===== config.mk =====
export PLATFORM = sky130hd
export DESIGN_NAME = uart_rx_fifo_flat
export DESIGN_NICKNAME = d
export VERILOG_FILES = /design/src/rtl/uart_rx_fifo_if.sv /design/src/rtl/uart_rx_fifo.sv /design/src/flat_wrapper.sv
export SDC_FILE = /design/constraint.sdc
export NUM_CORES = 1
export LEC_CHECK = 0
export CORE_MARGIN = 5
export CORE_UTILIZATION = 50
export DETAILED_ROUTE_END_ITERATION = 10
export HOLD_SLACK_MARGIN = 0.1
export PLACE_DENSITY = 0.78
export SLEW_MARGIN = 0
export SYNTH_ARGS = -nofsm -noshare
export SYNTH_HDL_FRONTEND = slang
export SYNTH_SLANG_ARGS = --single-unit

===== constraint.sdc =====
create_clock -name sys_clk -period 7 [get_ports sys_clk]
set_input_delay 1.4 -clock sys_clk [delete_from_list [all_inputs] [get_ports sys_clk]]
set_output_delay 1.4 -clock sys_clk [all_outputs]
set_load 0.02 [all_outputs]

===== src/rtl/uart_rx_fifo_if.sv =====
// Bus between the UART receiver/FIFO and its consumer.
// The master side drives the serial line and the pop request; the slave side
// (the receiver) returns the FIFO head, its status and the error pulses.
interface uart_rx_fifo_if;
  logic       uart_dataH;
  logic       rd_ackH;
  logic [7:0] rd_dataH;
  logic       rd_validH;
  logic [2:0] fifo_cntH;
  logic       frame_errH;
  logic       overrun_errH;
  logic       busyH;

  modport master (
    output uart_dataH, rd_ackH,
    input  rd_dataH, rd_validH, fifo_cntH, frame_errH, overrun_errH, busyH
  );

  modport slave (
    input  uart_dataH, rd_ackH,
    output rd_dataH, rd_validH, fifo_cntH, frame_errH, overrun_errH, busyH
  );
endinterface


===== src/rtl/uart_rx_fifo.sv =====
// UART receiver (8N1, 16 clocks per bit) feeding a 4-entry receive FIFO.
// Start bit is qualified at mid-bit, data and stop bits are sampled at the
// end of each 16-cycle cell measured from that mid-start point.
module uart_rx_fifo (
  input  logic          sys_clk,
  input  logic          sys_rst_l,
  uart_rx_fifo_if.slave bus
);

  localparam logic [2:0] S_IDLE  = 3'd0;
  localparam logic [2:0] S_START = 3'd1;
  localparam logic [2:0] S_DATA  = 3'd2;
  localparam logic [2:0] S_STOP  = 3'd3;
  localparam logic [2:0] S_BREAK = 3'd4;

  logic [1:0] sync_q, sync_d;
  logic       rx;
  logic [2:0] state_q, state_d;
  logic [3:0] cell_q, cell_d;
  logic [3:0] bit_q, bit_d;
  logic [7:0] shift_q, shift_d;
  logic       frame_err_q, frame_err_d;
  logic       overrun_q, overrun_d;
  logic       push_req;

  logic [7:0] mem_q [4];
  logic [7:0] mem_d [4];
  logic [1:0] wr_ptr_q, wr_ptr_d;
  logic [1:0] rd_ptr_q, rd_ptr_d;
  logic [2:0] cnt_q, cnt_d;
  logic       do_pop, do_push, full;

  // Two-flop synchronizer; the FSM only ever looks at the second stage.
  always_comb begin
    sync_d = {sync_q[0], bus.uart_dataH};
  end

  assign rx = sync_q[1];

  // Receive FSM: start qualification, bit sampling and stop-bit check.
  always_comb begin
    state_d     = state_q;
    cell_d      = cell_q;
    bit_d       = bit_q;
    shift_d     = shift_q;
    push_req    = 1'b0;
    frame_err_d = 1'b0;
    case (state_q)
      S_IDLE: begin
        if (!rx) begin
          state_d = S_START;
          cell_d  = 4'd0;
        end
      end
      S_START: begin
        if (cell_q == 4'd7) begin
          if (!rx) begin
            state_d = S_DATA;
            cell_d  = 4'd0;
            bit_d   = 4'd0;
          end else begin
            // Low pulse shorter than half a bit: treat as a glitch.
            state_d = S_IDLE;
          end
        end else begin
          cell_d = cell_q + 4'd1;
        end
      end
      S_DATA: begin
        if (cell_q == 4'd15) begin
          shift_d = {rx, shift_q[7:1]};
          bit_d   = bit_q + 4'd1;
          cell_d  = 4'd0;
          if (bit_q == 4'd7) begin
            state_d = S_STOP;
          end
        end else begin
          cell_d = cell_q + 4'd1;
        end
      end
      S_STOP: begin
        if (cell_q == 4'd15) begin
          cell_d = 4'd0;
          if (rx) begin
            push_req = 1'b1;
            state_d  = S_IDLE;
          end else begin
            frame_err_d = 1'b1;
            state_d     = S_BREAK;
          end
        end else begin
          cell_d = cell_q + 4'd1;
        end
      end
      S_BREAK: begin
        // Wait for the line to return high before looking for a new start.
        if (rx) begin
          state_d = S_IDLE;
        end
      end
      default: begin
        state_d = S_IDLE;
      end
    endcase
  end

  // FIFO control: a pop frees a slot in the same edge, so a push into a full
  // FIFO is accepted whenever it coincides with a pop.
  always_comb begin
    full      = (cnt_q == 3'd4);
    do_pop    = bus.rd_ackH && (cnt_q != 3'd0);
    do_push   = push_req && (!full || do_pop);
    overrun_d = push_req && full && !do_pop;
    wr_ptr_d  = wr_ptr_q;
    rd_ptr_d  = rd_ptr_q;
    cnt_d     = cnt_q;
    if (do_push) begin
      wr_ptr_d = wr_ptr_q + 2'd1;
    end
    if (do_pop) begin
      rd_ptr_d = rd_ptr_q + 2'd1;
    end
    case ({do_push, do_pop})
      2'b10:   cnt_d = cnt_q + 3'd1;
      2'b01:   cnt_d = cnt_q - 3'd1;
      default: cnt_d = cnt_q;
    endcase
  end

  // Storage write: the completed shift register lands at the write pointer.
  always_comb begin
    mem_d = mem_q;
    if (do_push) begin
      mem_d[wr_ptr_q] = shift_q;
    end
  end

  // Control and receiver state, synchronously reset.
  always_ff @(posedge sys_clk) begin
    if (!sys_rst_l) begin
      sync_q      <= 2'b11;
      state_q     <= S_IDLE;
      cell_q      <= 4'd0;
      bit_q       <= 4'd0;
      shift_q     <= 8'h00;
      frame_err_q <= 1'b0;
      overrun_q   <= 1'b0;
      wr_ptr_q    <= 2'd0;
      rd_ptr_q    <= 2'd0;
      cnt_q       <= 3'd0;
    end else begin
      sync_q      <= sync_d;
      state_q     <= state_d;
      cell_q      <= cell_d;
      bit_q       <= bit_d;
      shift_q     <= shift_d;
      frame_err_q <= frame_err_d;
      overrun_q   <= overrun_d;
      wr_ptr_q    <= wr_ptr_d;
      rd_ptr_q    <= rd_ptr_d;
      cnt_q       <= cnt_d;
    end
  end

  // FIFO storage is not reset; the count gates every read of it.
  always_ff @(posedge sys_clk) begin
    mem_q <= mem_d;
  end

  assign bus.rd_dataH     = (cnt_q == 3'd0) ? 8'h00 : mem_q[rd_ptr_q];
  assign bus.rd_validH    = (cnt_q != 3'd0);
  assign bus.fifo_cntH    = cnt_q;
  assign bus.frame_errH   = frame_err_q;
  assign bus.overrun_errH = overrun_q;
  assign bus.busyH        = (state_q != S_IDLE);

endmodule


===== src/flat_wrapper.sv =====
// flat-port wrapper written by rule: the top's interface ports become plain ports
module uart_rx_fifo_flat 
  (sys_clk, sys_rst_l, bus_uart_dataH, bus_rd_ackH, bus_rd_dataH, bus_rd_validH, bus_fifo_cntH, bus_frame_errH, bus_overrun_errH, bus_busyH);
  uart_rx_fifo_if bus_i ();
  input  logic sys_clk;
  input  logic sys_rst_l;
  input wire logic [$bits(bus_i.uart_dataH)-1:0] bus_uart_dataH;
  input wire logic [$bits(bus_i.rd_ackH)-1:0] bus_rd_ackH;
  output wire logic [$bits(bus_i.rd_dataH)-1:0] bus_rd_dataH;
  output wire logic [$bits(bus_i.rd_validH)-1:0] bus_rd_validH;
  output wire logic [$bits(bus_i.fifo_cntH)-1:0] bus_fifo_cntH;
  output wire logic [$bits(bus_i.frame_errH)-1:0] bus_frame_errH;
  output wire logic [$bits(bus_i.overrun_errH)-1:0] bus_overrun_errH;
  output wire logic [$bits(bus_i.busyH)-1:0] bus_busyH;
  assign bus_i.uart_dataH = bus_uart_dataH;
  assign bus_i.rd_ackH = bus_rd_ackH;
  assign bus_rd_dataH = bus_i.rd_dataH;
  assign bus_rd_validH = bus_i.rd_validH;
  assign bus_fifo_cntH = bus_i.fifo_cntH;
  assign bus_frame_errH = bus_i.frame_errH;
  assign bus_overrun_errH = bus_i.overrun_errH;
  assign bus_busyH = bus_i.busyH;
  uart_rx_fifo u_core (.sys_clk(sys_clk), .sys_rst_l(sys_rst_l), .bus(bus_i));
endmodule

==> out/metrics.yaml <==
die:
  fp-row-count: 26
  io_pins: 19
  die-area_um2: 7035
  start_util_pct: 52.43
  dieWidth_um: 83.88
  core_um2: 5205
  die_h_um: 83.88
sta:
  setup_violations: 0
  slew_violations: 0
  rsz0062_at_grt: "false"
  fin_crit_sh_pct: 53.24
  finalCriticalPeriod_ns: 3.727
  slew-limit-headroom_pct: 34.19
  fin_skew_ns: 0.007453
  hold_viol: 0
  fin_tns_setup_ns: 0
  clock.fmax_mhz: 268.3
  tightest_slew_ns: 0.9817
clocking:
  cts_tree: "yes"
  cts_buffer_depth: 2
  cts_setup_buffers: 0
  cts.hold.buffers_added: 0
  cts_resized: 0
  root_buffer: "clkbuf_8"
  cts.clk_slew.worst_paths_ns: 0.07
  cts.sinks: 62
  h-tree-depth: 3
  clock_latency_ns: 0.33
  numCtsBuffers: 9
placed_design:
  portBuffers: 18
  dpl.cell_count: 294
  dpl.hpwl_mm: 2.787
  gp_congestion: 0.7654
  placed_area_um2: 2935
logic_synthesis:
  seq_area_frac_synth_pct: 57.22
  synth_area_um2: 2729
  synth_nets: 230
  synth_cell_types: 41
  async_flop_share_pct: 0
  synth-edff-count: 32
  ys_ff_latch: 62
  synth_ff_type: "edfxtp_1"
  yosysWarnings: 0
  syn_avg_cell_area_um2: 12.52
  syn-instance-count: 218
critical_path:
  cp.required_ns: 5.60
  cp-start-kind: "flop"
  critPathArrivalTime_ns: 2.33
  end_kind: "output port"
  critical_path.max_fanout: 10
  worstSetupPathType: "reg -> out"
global_route:
  grt_antenna_before_repair: 0
  grt_use_total_pct: 13.57
  grt_pass1_wl_mm: 7.458
  grt_pass1_vias: 1593
  gr-total-overflow: 0
  grt_max_degree: 31
outcome:
  outcome: "finished clean"
cells_and_area:
  final_common_cell: "edfxtp_1"
  layout-drive-gt1-share_pct: 10.42
  diodes: 0
  stdcell_count: 310
  mostFrequentLayoutCells: "edfxtp_1, dfxtp_1, clkdlybuf4s50_1"
  final_area_um2: 3164
  fill_cells: 425
  fin_nets: 247
  syn2layout_area_growth_pct: 15.96
route:
  vias: 1638
  wl_mm: 4.324
  ant_nets: 0
  drtIter0Drc: 82
  drtPass1Iterations: 4
  viasPerCell: 5.284
  wl_per_cell_um: 13.95
  drc: 0
worst_hold_path:
  min_path_type: "reg -> reg"
pwr:
  finalPower_mw: 0.7524
  powerDensity_nw_per_um2: 237.8
  ir_drop_v: 0.0001463
  power_leakage_nw: 1.057
flow_run:
  cap_violations: 0
[per-stage QoR]
stage	setup WS [ns]	utilization, %	hold slack [ns]
2_1_floorplan	3.660	-	0.3863
3_3_place_gp	3.099	56.39	0.3909
3_5_place_dp	3.045	56.39	0.3952
4_1_cts	3.191	60.79	0.4106
5_1_grt	3.109	60.79	0.4269
6_report	3.273	60.79	0.4110
[layout make-up]
type / instances / area, um2 / area share (%)
flip-flops and latches: 62 / 1562 / 49.35
clock buffers: 11 / 131.4 / 4.152
clock inverters: 5 / 97.59 / 3.084
inverters: 11 / 41.29 / 1.305
multi-input cells: 133 / 1065 / 33.65
repair buffers: 18 / 180.2 / 5.694
well taps: 70 / 87.58 / 2.768
[synth_stat cells, types with 6 or more instances]
| master | n | share of area [%] |
|---|---|---|
| dfxtp_1 | 30 | 22 |
| nor2_1 | 7 | 0.96 |
| inv_1 | 11 | 1.5 |
| ha_1 | 7 | 3.2 |
| mux2i_1 | 10 | 3.7 |
| and2_1 | 17 | 3.9 |
| edfxtp_1 | 32 | 35 |
| nor2b_1 | 10 | 2.3 |
| o21ai_0 | 11 | 2.0 |
| mux4_2 | 8 | 6.6 |
| nand2_1 | 8 | 1.1 |
| nand2b_1 | 6 | 1.4 |
[layer usage]
metal / up-vias / GRT usage [%] / share of wire (%)
li1: 816 / - / -
met1: 790 / 16.55 / 47
met2: 24 / 21.84 / 47
met3: 8 / 3.554 / 3.5
met4: 0 / 7.456 / 2.4
met5: - / 0 / 0
[power by group]
group	internal (mW)	switching (mW)
clock network	0.234	0.125
logic	0.00554	0.00611
registers	0.379	0.00187
total	0.619	0.133
[sequential cells by signal (all words and copies together) (netlist names)]
name and flops:
u_core.mem_q 32, u_core.sync_q 2, u_core.rd_ptr_q 2, u_core.bit_q 4, u_core.cell_q 4, u_core.bus.fifo_cntH 3
u_core.shift_q 8, u_core.bus.overrun_errH 1, u_core.bus.frame_errH 1, u_core.state_q 3, u_core.wr_ptr_q 2
[cell families after synthesis]
group / after synthesis / share of synthesized area, %
and+or+nand+nor: 73 / 16.55
DFF: 62 / 57.22
AOI/OAI and AO/OA: 27 / 5.915
buffers and inverters: 23 / 3.760
muxes: 19 / 10.68
adders and majority gates: 8 / 3.943
xor gates and xnor gates: 6 / 1.926
[critical path, stage by stage (launching register included)]
cell and delay, ns:
dfxtp_1 0.71, mux4_2 0.59, and2_1 0.18, clkdlybuf4s50_1 0.53
[final timing paths]
| check | start | endpoint | slack, ns | depth (start not counted) |
|---|---|---|---|---|
| setup / recovery | u_core.rd_ptr_q[0] | bus_rd_dataH[7] | 3.27 | 3 |
| hold / removal | u_core.sync_q[0] | u_core.sync_q[1] | 0.41 | 1 |
| setup reg to reg | u_core.bus.fifo_cntH[0] | u_core.bus.fifo_cntH[2] | 4.47 | 9 |
| hold reg to reg | u_core.sync_q[0] | u_core.sync_q[1] | 0.41 | 1 |
(Power assumes the default switching activity.)
